### config.mk
export PLATFORM = sky130hd
export DESIGN_NAME = gcm_key_loader
export DESIGN_NICKNAME = d
export VERILOG_FILES = /design/src/rtl/gcm_key_loader.sv
export SDC_FILE = /design/constraint.sdc
export NUM_CORES = 2
export LEC_CHECK = 0
export ABC_AREA = 0
export CORE_MARGIN = 4
export CORE_UTILIZATION = 50
export CTS_CLUSTER_DIAMETER = 100
export DETAILED_ROUTE_END_ITERATION = 10
export GPL_ROUTABILITY_DRIVEN = 0
export HOLD_SLACK_MARGIN = 0.15
export PLACE_DENSITY = 0.72
export SYNTH_ARGS = -nofsm -noshare
export SYNTH_HDL_FRONTEND = slang
export SYNTH_SLANG_ARGS = --single-unit
### constraint.sdc
create_clock -name clk -period 12.74 [get_ports clk]
set_input_delay 2.548 -clock clk [delete_from_list [all_inputs] [get_ports clk]]
set_output_delay 2.548 -clock clk [all_outputs]
set_load 0.01 [all_outputs]
### src/rtl/gcm_key_loader.sv
// gcm_key_loader: assembles 128/256-bit AES keys from a 128-bit beat stream,
// queues them, hands each one to aes_top for expansion, and holds it for gcm
// until gcm_done retires it.
//
// Beat handshake: a beat transfers on a rising edge where key_in_valid and
// key_in_ready are both 1. key_in_ready depends only on fifo_level and never on
// key_in_valid. The source may present data before ready and must hold it
// stable until the transfer edge. key_in_ready is registered, so a pop in the
// same cycle cannot raise it early.
module gcm_key_loader #(
  parameter int BLK_BITS         = 128,
  parameter int AES_MAX_KEY_BITS = 256,
  parameter int KEY_FIFO_DEPTH   = 4,
  parameter int EXPAND_TIMEOUT   = 64,
  localparam int LVL_W           = $clog2(KEY_FIFO_DEPTH + 1)
) (
  input  logic                        clk,
  input  logic                        reset,
  input  logic [BLK_BITS-1:0]         key_in_blk,
  input  logic                        key_in_mode,
  input  logic                        key_in_valid,
  output logic                        key_in_ready,
  output logic [AES_MAX_KEY_BITS-1:0] aes_key,
  output logic                        aes_en_key,
  output logic                        aes128_mode,
  output logic                        aes256_mode,
  input  logic                        aes_op_in_progress,
  input  logic                        aes_done,
  input  logic                        gcm_done,
  output logic                        key_expanded,
  output logic                        key_err,
  output logic [LVL_W-1:0]            fifo_level,
  output logic [1:0]                  state_dbg
);

  localparam int PTR_W = (KEY_FIFO_DEPTH > 1) ? $clog2(KEY_FIFO_DEPTH) : 1;
  localparam int CNT_W = (EXPAND_TIMEOUT > 1) ? $clog2(EXPAND_TIMEOUT) : 1;
  // FIFO entry: {mode, key}; mode=1 means AES-256
  localparam int ENT_W = AES_MAX_KEY_BITS + 1;

  typedef enum logic [1:0] {
    S_IDLE     = 2'd0,
    S_ISSUE    = 2'd1,
    S_WAIT_EXP = 2'd2,
    S_READY    = 2'd3
  } state_t;

  state_t state;

  logic [ENT_W-1:0]    fifo_mem [KEY_FIFO_DEPTH];
  logic [PTR_W-1:0]    wr_ptr;
  logic [PTR_W-1:0]    rd_ptr;
  logic [LVL_W-1:0]    level;
  logic [LVL_W-1:0]    level_next;
  logic                have_beat0;
  logic [BLK_BITS-1:0] beat0;
  logic                beat_fire;
  logic                push;
  logic                pop;
  logic [ENT_W-1:0]    push_entry;
  logic [ENT_W-1:0]    head;
  logic [CNT_W-1:0]    exp_cnt;

  function automatic logic [PTR_W-1:0] ptr_inc(input logic [PTR_W-1:0] p);
    if (p == PTR_W'(KEY_FIFO_DEPTH - 1)) return '0;
    return p + PTR_W'(1);
  endfunction

  assign fifo_level = level;
  assign state_dbg  = state;
  assign head       = fifo_mem[rd_ptr];

  // Assembler decode: which beat completes a key and what gets committed
  always_comb begin
    beat_fire  = key_in_valid && key_in_ready;
    push       = 1'b0;
    push_entry = '0;
    if (beat_fire) begin
      if (have_beat0) begin
        // second beat of a 256-bit key; key_in_mode is ignored here
        push       = 1'b1;
        push_entry = {1'b1, beat0, key_in_blk};
      end else if (!key_in_mode) begin
        push       = 1'b1;
        push_entry = {1'b0, key_in_blk, {BLK_BITS{1'b0}}};
      end
    end
  end

  // Pop only when the issuer is idle and aes_top is free
  always_comb begin
    pop        = (state == S_IDLE) && (level != '0) && !aes_op_in_progress;
    level_next = level;
    if (push && !pop)      level_next = level + LVL_W'(1);
    else if (!push && pop) level_next = level - LVL_W'(1);
  end

  // FIFO storage; contents need no reset because the pointers gate them
  always_ff @(posedge clk) begin
    if (push) fifo_mem[wr_ptr] <= push_entry;
  end

  // FIFO pointers, level, registered ready and the held first beat
  always_ff @(posedge clk or posedge reset) begin
    if (reset) begin
      wr_ptr       <= '0;
      rd_ptr       <= '0;
      level        <= '0;
      key_in_ready <= 1'b0;
      have_beat0   <= 1'b0;
      beat0        <= '0;
    end else begin
      if (push) wr_ptr <= ptr_inc(wr_ptr);
      if (pop)  rd_ptr <= ptr_inc(rd_ptr);
      level        <= level_next;
      key_in_ready <= (level_next < LVL_W'(KEY_FIFO_DEPTH));
      if (beat_fire) begin
        if (have_beat0) begin
          have_beat0 <= 1'b0;
        end else if (key_in_mode) begin
          have_beat0 <= 1'b1;
          beat0      <= key_in_blk;
        end
      end
    end
  end

  // Issue FSM: IDLE -> ISSUE (strobe) -> WAIT_EXP -> READY -> IDLE
  always_ff @(posedge clk or posedge reset) begin
    if (reset) begin
      state        <= S_IDLE;
      aes_key      <= '0;
      aes_en_key   <= 1'b0;
      aes128_mode  <= 1'b0;
      aes256_mode  <= 1'b0;
      key_expanded <= 1'b0;
      key_err      <= 1'b0;
      exp_cnt      <= '0;
    end else begin
      aes_en_key <= 1'b0;
      key_err    <= 1'b0;
      case (state)
        S_IDLE: begin
          if (pop) begin
            aes_key     <= head[AES_MAX_KEY_BITS-1:0];
            aes128_mode <= !head[AES_MAX_KEY_BITS];
            aes256_mode <= head[AES_MAX_KEY_BITS];
            aes_en_key  <= 1'b1;
            state       <= S_ISSUE;
          end
        end
        S_ISSUE: begin
          exp_cnt <= '0;
          state   <= S_WAIT_EXP;
        end
        S_WAIT_EXP: begin
          // aes_done takes priority over a coincident timeout
          if (aes_done) begin
            key_expanded <= 1'b1;
            state        <= S_READY;
          end else if (exp_cnt == CNT_W'(EXPAND_TIMEOUT - 1)) begin
            key_err <= 1'b1;
            state   <= S_IDLE;
          end else begin
            exp_cnt <= exp_cnt + CNT_W'(1);
          end
        end
        S_READY: begin
          // aes_done here comes from cipher ops and is ignored
          if (gcm_done) begin
            key_expanded <= 1'b0;
            state        <= S_IDLE;
          end
        end
        default: state <= S_IDLE;
      endcase
    end
  end

endmodule

==> qor.txt <==
clk_skew -> 0.0264 ns
Post-synth EDFFs -> 1028
Reg power frac -> 45.6%
Yosys cell types -> 41
clock slew at reported path FFs -> 0.06 ns
cts repair resizes -> 0
Gate power share -> 27.7%
Psw -> 4.38 mW
DR vias/cell -> 5.78
status -> completed
Required @ worst endpoint -> 13.08 ns
setup TNS -> 0 ns
sw frac -> 28.1%
worst path cell trace -> clkdlybuf4s50_1 -> nand2_1 -> a21oi_1 -> and2_4 -> buf_12 -> buf_4
Total Routing Usage GR -> 20.2%
finished layout cell area -> 0.0646 mm²
initial antenna violation count -> 16
hold_ws -> 0.502 ns
unrepaired setup endpoints after global routing -> no
clock buffer depth -> 3
peak supply drop -> 0.173 mV
most frequent cells in the layout -> edfxtp_1 (1028), dfrtp_1 (404), clkdlybuf4s50_1 (401)
Yosys reg bits -> 1434
delay-heaviest family, CP -> buffers and inverters
Ports -> 402
die width -> 338 µm
CTS sink cnt -> 1434
Post-CTS Hold Fix Bufs -> 0
Crit Path Class -> primary input to flop
DPL Wire Length -> 65.8 mm
Hold/Removal Path Class -> flop to flop
largest net degree at the start of global routing -> 155
Worst EP arrival -> 6.46 ns
final worst path period share -> 48.1%
Startpoint Class -> primary input
CTS tree -> yes
cells after synthesis -> 2581
Final WS setup -> 6.61 ns
post-route DRC violation count -> 0
nets -> 3156
final WL -> 116 mm
Pwr Total -> 15.6 mW
Final Hold Vio Count -> 0
worst-margin pin slew -> 1.33 ns
num rows -> 120
Clock power frac -> 26.7%
Buffers & Inverters on Critical Path -> 3
Placed Area -> 0.0599 mm²
layout cells sized above 1 -> 28.9%
Cell Area, Synth -> 0.0546 mm²
GRT met2 Usage -> 32.2%
Root Driver -> clkbuf_16
core area -> 0.108 mm²
CTS buffer count -> 143
final setup fails -> 0
H-tree depth -> 4
PD cells -> 241 mW/mm²
Peak Freq -> 163 MHz
sequential share of the synthesized area -> 75.1%
initial drt markers -> 2159
global route overflow -> 0
GRT met1 Usage -> 26.8%
Die ar. -> 0.115 mm²
number of global-route vias before repair -> 27.8k
leakage -> 22.8 nW
CP max stage cell -> buf_4
DRT Pass-1 Iters -> 6
worst slack, placed -> 5.79 ns
GR Util met3 -> 7.03%
Crit path largest cell delay -> 0.98 ns
Starting Density -> 50.7%
IO buf count -> 401
Mapped Avg Cell Area -> 21.2 µm²
most common cell after layout, fill and taps aside -> edfxtp_1
cell internal pwr -> 11.2 mW
worst-path maximum fanout -> 154
first-pass GRT wire length -> 176 mm
global route hottest layer -> met2
antenna viol nets, final -> 0
DR WL/cell -> 25.4 µm
routed via count -> 26.3k
Post-synth top flop -> edfxtp_1
fin crit period -> 6.13 ns
CP Capture Type -> flop
synthesis-to-layout area growth -> 18.4%
Ys Warns -> 0
headroom to the max-slew limit -> 11.5%
Post-CTS Setup Inserts -> 0
Skew-Pair Late Insertion Delay -> 0.74 ns
Die Ht -> 338 µm
Net Count, Synth -> 2727
Async SR Flop Fraction -> 28.3%
fin. max-slew vios -> 0
Max-cap violations -> 0
-- power by group through the flow --
stage	clock network (mW)	logic (mW)	registers [mW]
after floorplan	0	2.60	7.24
after global placement	0	4.28	7.13
after detailed placement	0	4.37	7.21
after CTS	4.26	4.40	7.13
after global routing	4.47	4.63	7.24
final	4.17	4.32	7.11
-- Yosys cell counts, drive strengths merged, types with 4 or more instances --
| library cell | number | area share [%] |
|---|---|---|
| ha | 11 | 0.25 |
| clkbuf | 48 | 0.33 |
| and2 | 133 | 1.5 |
| inv | 11 | 0.076 |
| a22o | 128 | 2.1 |
| nand2 | 17 | 0.12 |
| dfrtp | 406 | 19 |
| nor3 | 4 | 0.037 |
| nor2 | 6 | 0.041 |
| o21ai | 8 | 0.073 |
| mux4 | 257 | 11 |
| mux2 | 389 | 8.0 |
| buf | 96 | 1.2 |
| edfxtp | 1028 | 57 |
| a21oi | 6 | 0.055 |
| nand4 | 5 | 0.057 |
-- stage by stage --
stage               util (%)  std cells
floorplan                  -       2581
global placement        55.5       4268
detailed placement      55.5       4268
CTS                     59.9       4535
global route            59.9       4536
finish                  60.0       4544
-- routing by layer --
layer  share of wire [%]  vias to the layer above
li1                    -                    11300
met1                  40                    13900
met2                  49                      902
met3                 9.3                      177
met4                 2.0                       14
met5               0.080                        -
-- worst paths after layout --
kind	slack (ns)	endpoint	start	cells after the start
max	6.61	fifo_mem[3][176]$_DFFE_PP_	key_in_valid	6
min	0.50	aes_key[76]$_DFFE_PP0P_	aes_key[76]$_DFFE_PP0P_	1
max reg2reg	8.40	fifo_mem[3][176]$_DFFE_PP_	key_in_ready$_DFF_PP0_	5
min reg2reg	0.50	aes_key[76]$_DFFE_PP0P_	aes_key[76]$_DFFE_PP0P_	1
max in group asynchronous	8.51	aes_key[236]$_DFFE_PP0P_	reset	4
min in group asynchronous	2.24	beat0[60]$_DFFE_PP0P_	reset	2
-- area by class of cell --
type                    instances  area, µm²
diodes                          9       22.5
clock buffers                 190       3950
inverters                      11       52.6
fillers                      7521      43200
clock inverters                77        782
well taps                    1403       1760
flip-flops and latches       1434      41000
multi-input cells             992      12700
repair buffers                428       4330
-- logic make-up after synthesis --
logic type	share of synthesized area (%)
compound gates	2.32
xor+xnor	0.0160
fa+ha+maj	0.252
buf+inv	1.63
flops	75.1
mux	18.7
simple gates	1.99
-- state kept, by name, summed over array words and instances, names as in the netlist, 2 cells and up, named ones only --
signal,count
rd_ptr,2
beat0,128
wr_ptr,2
aes_key,256
fifo_mem,1028
fifo_level,2
state_dbg,2
exp_cnt,6
-- worst reg2reg max path, delay by kind of cell, from the launching register on --
family | cells | cell delay, ns
simple gates | 2 | 0.88
compound gates | 1 | 0.64
flops | 1 | 0.55
buf+inv | 2 | 1.82
Note: power is estimated with default switching activity, not from simulation.
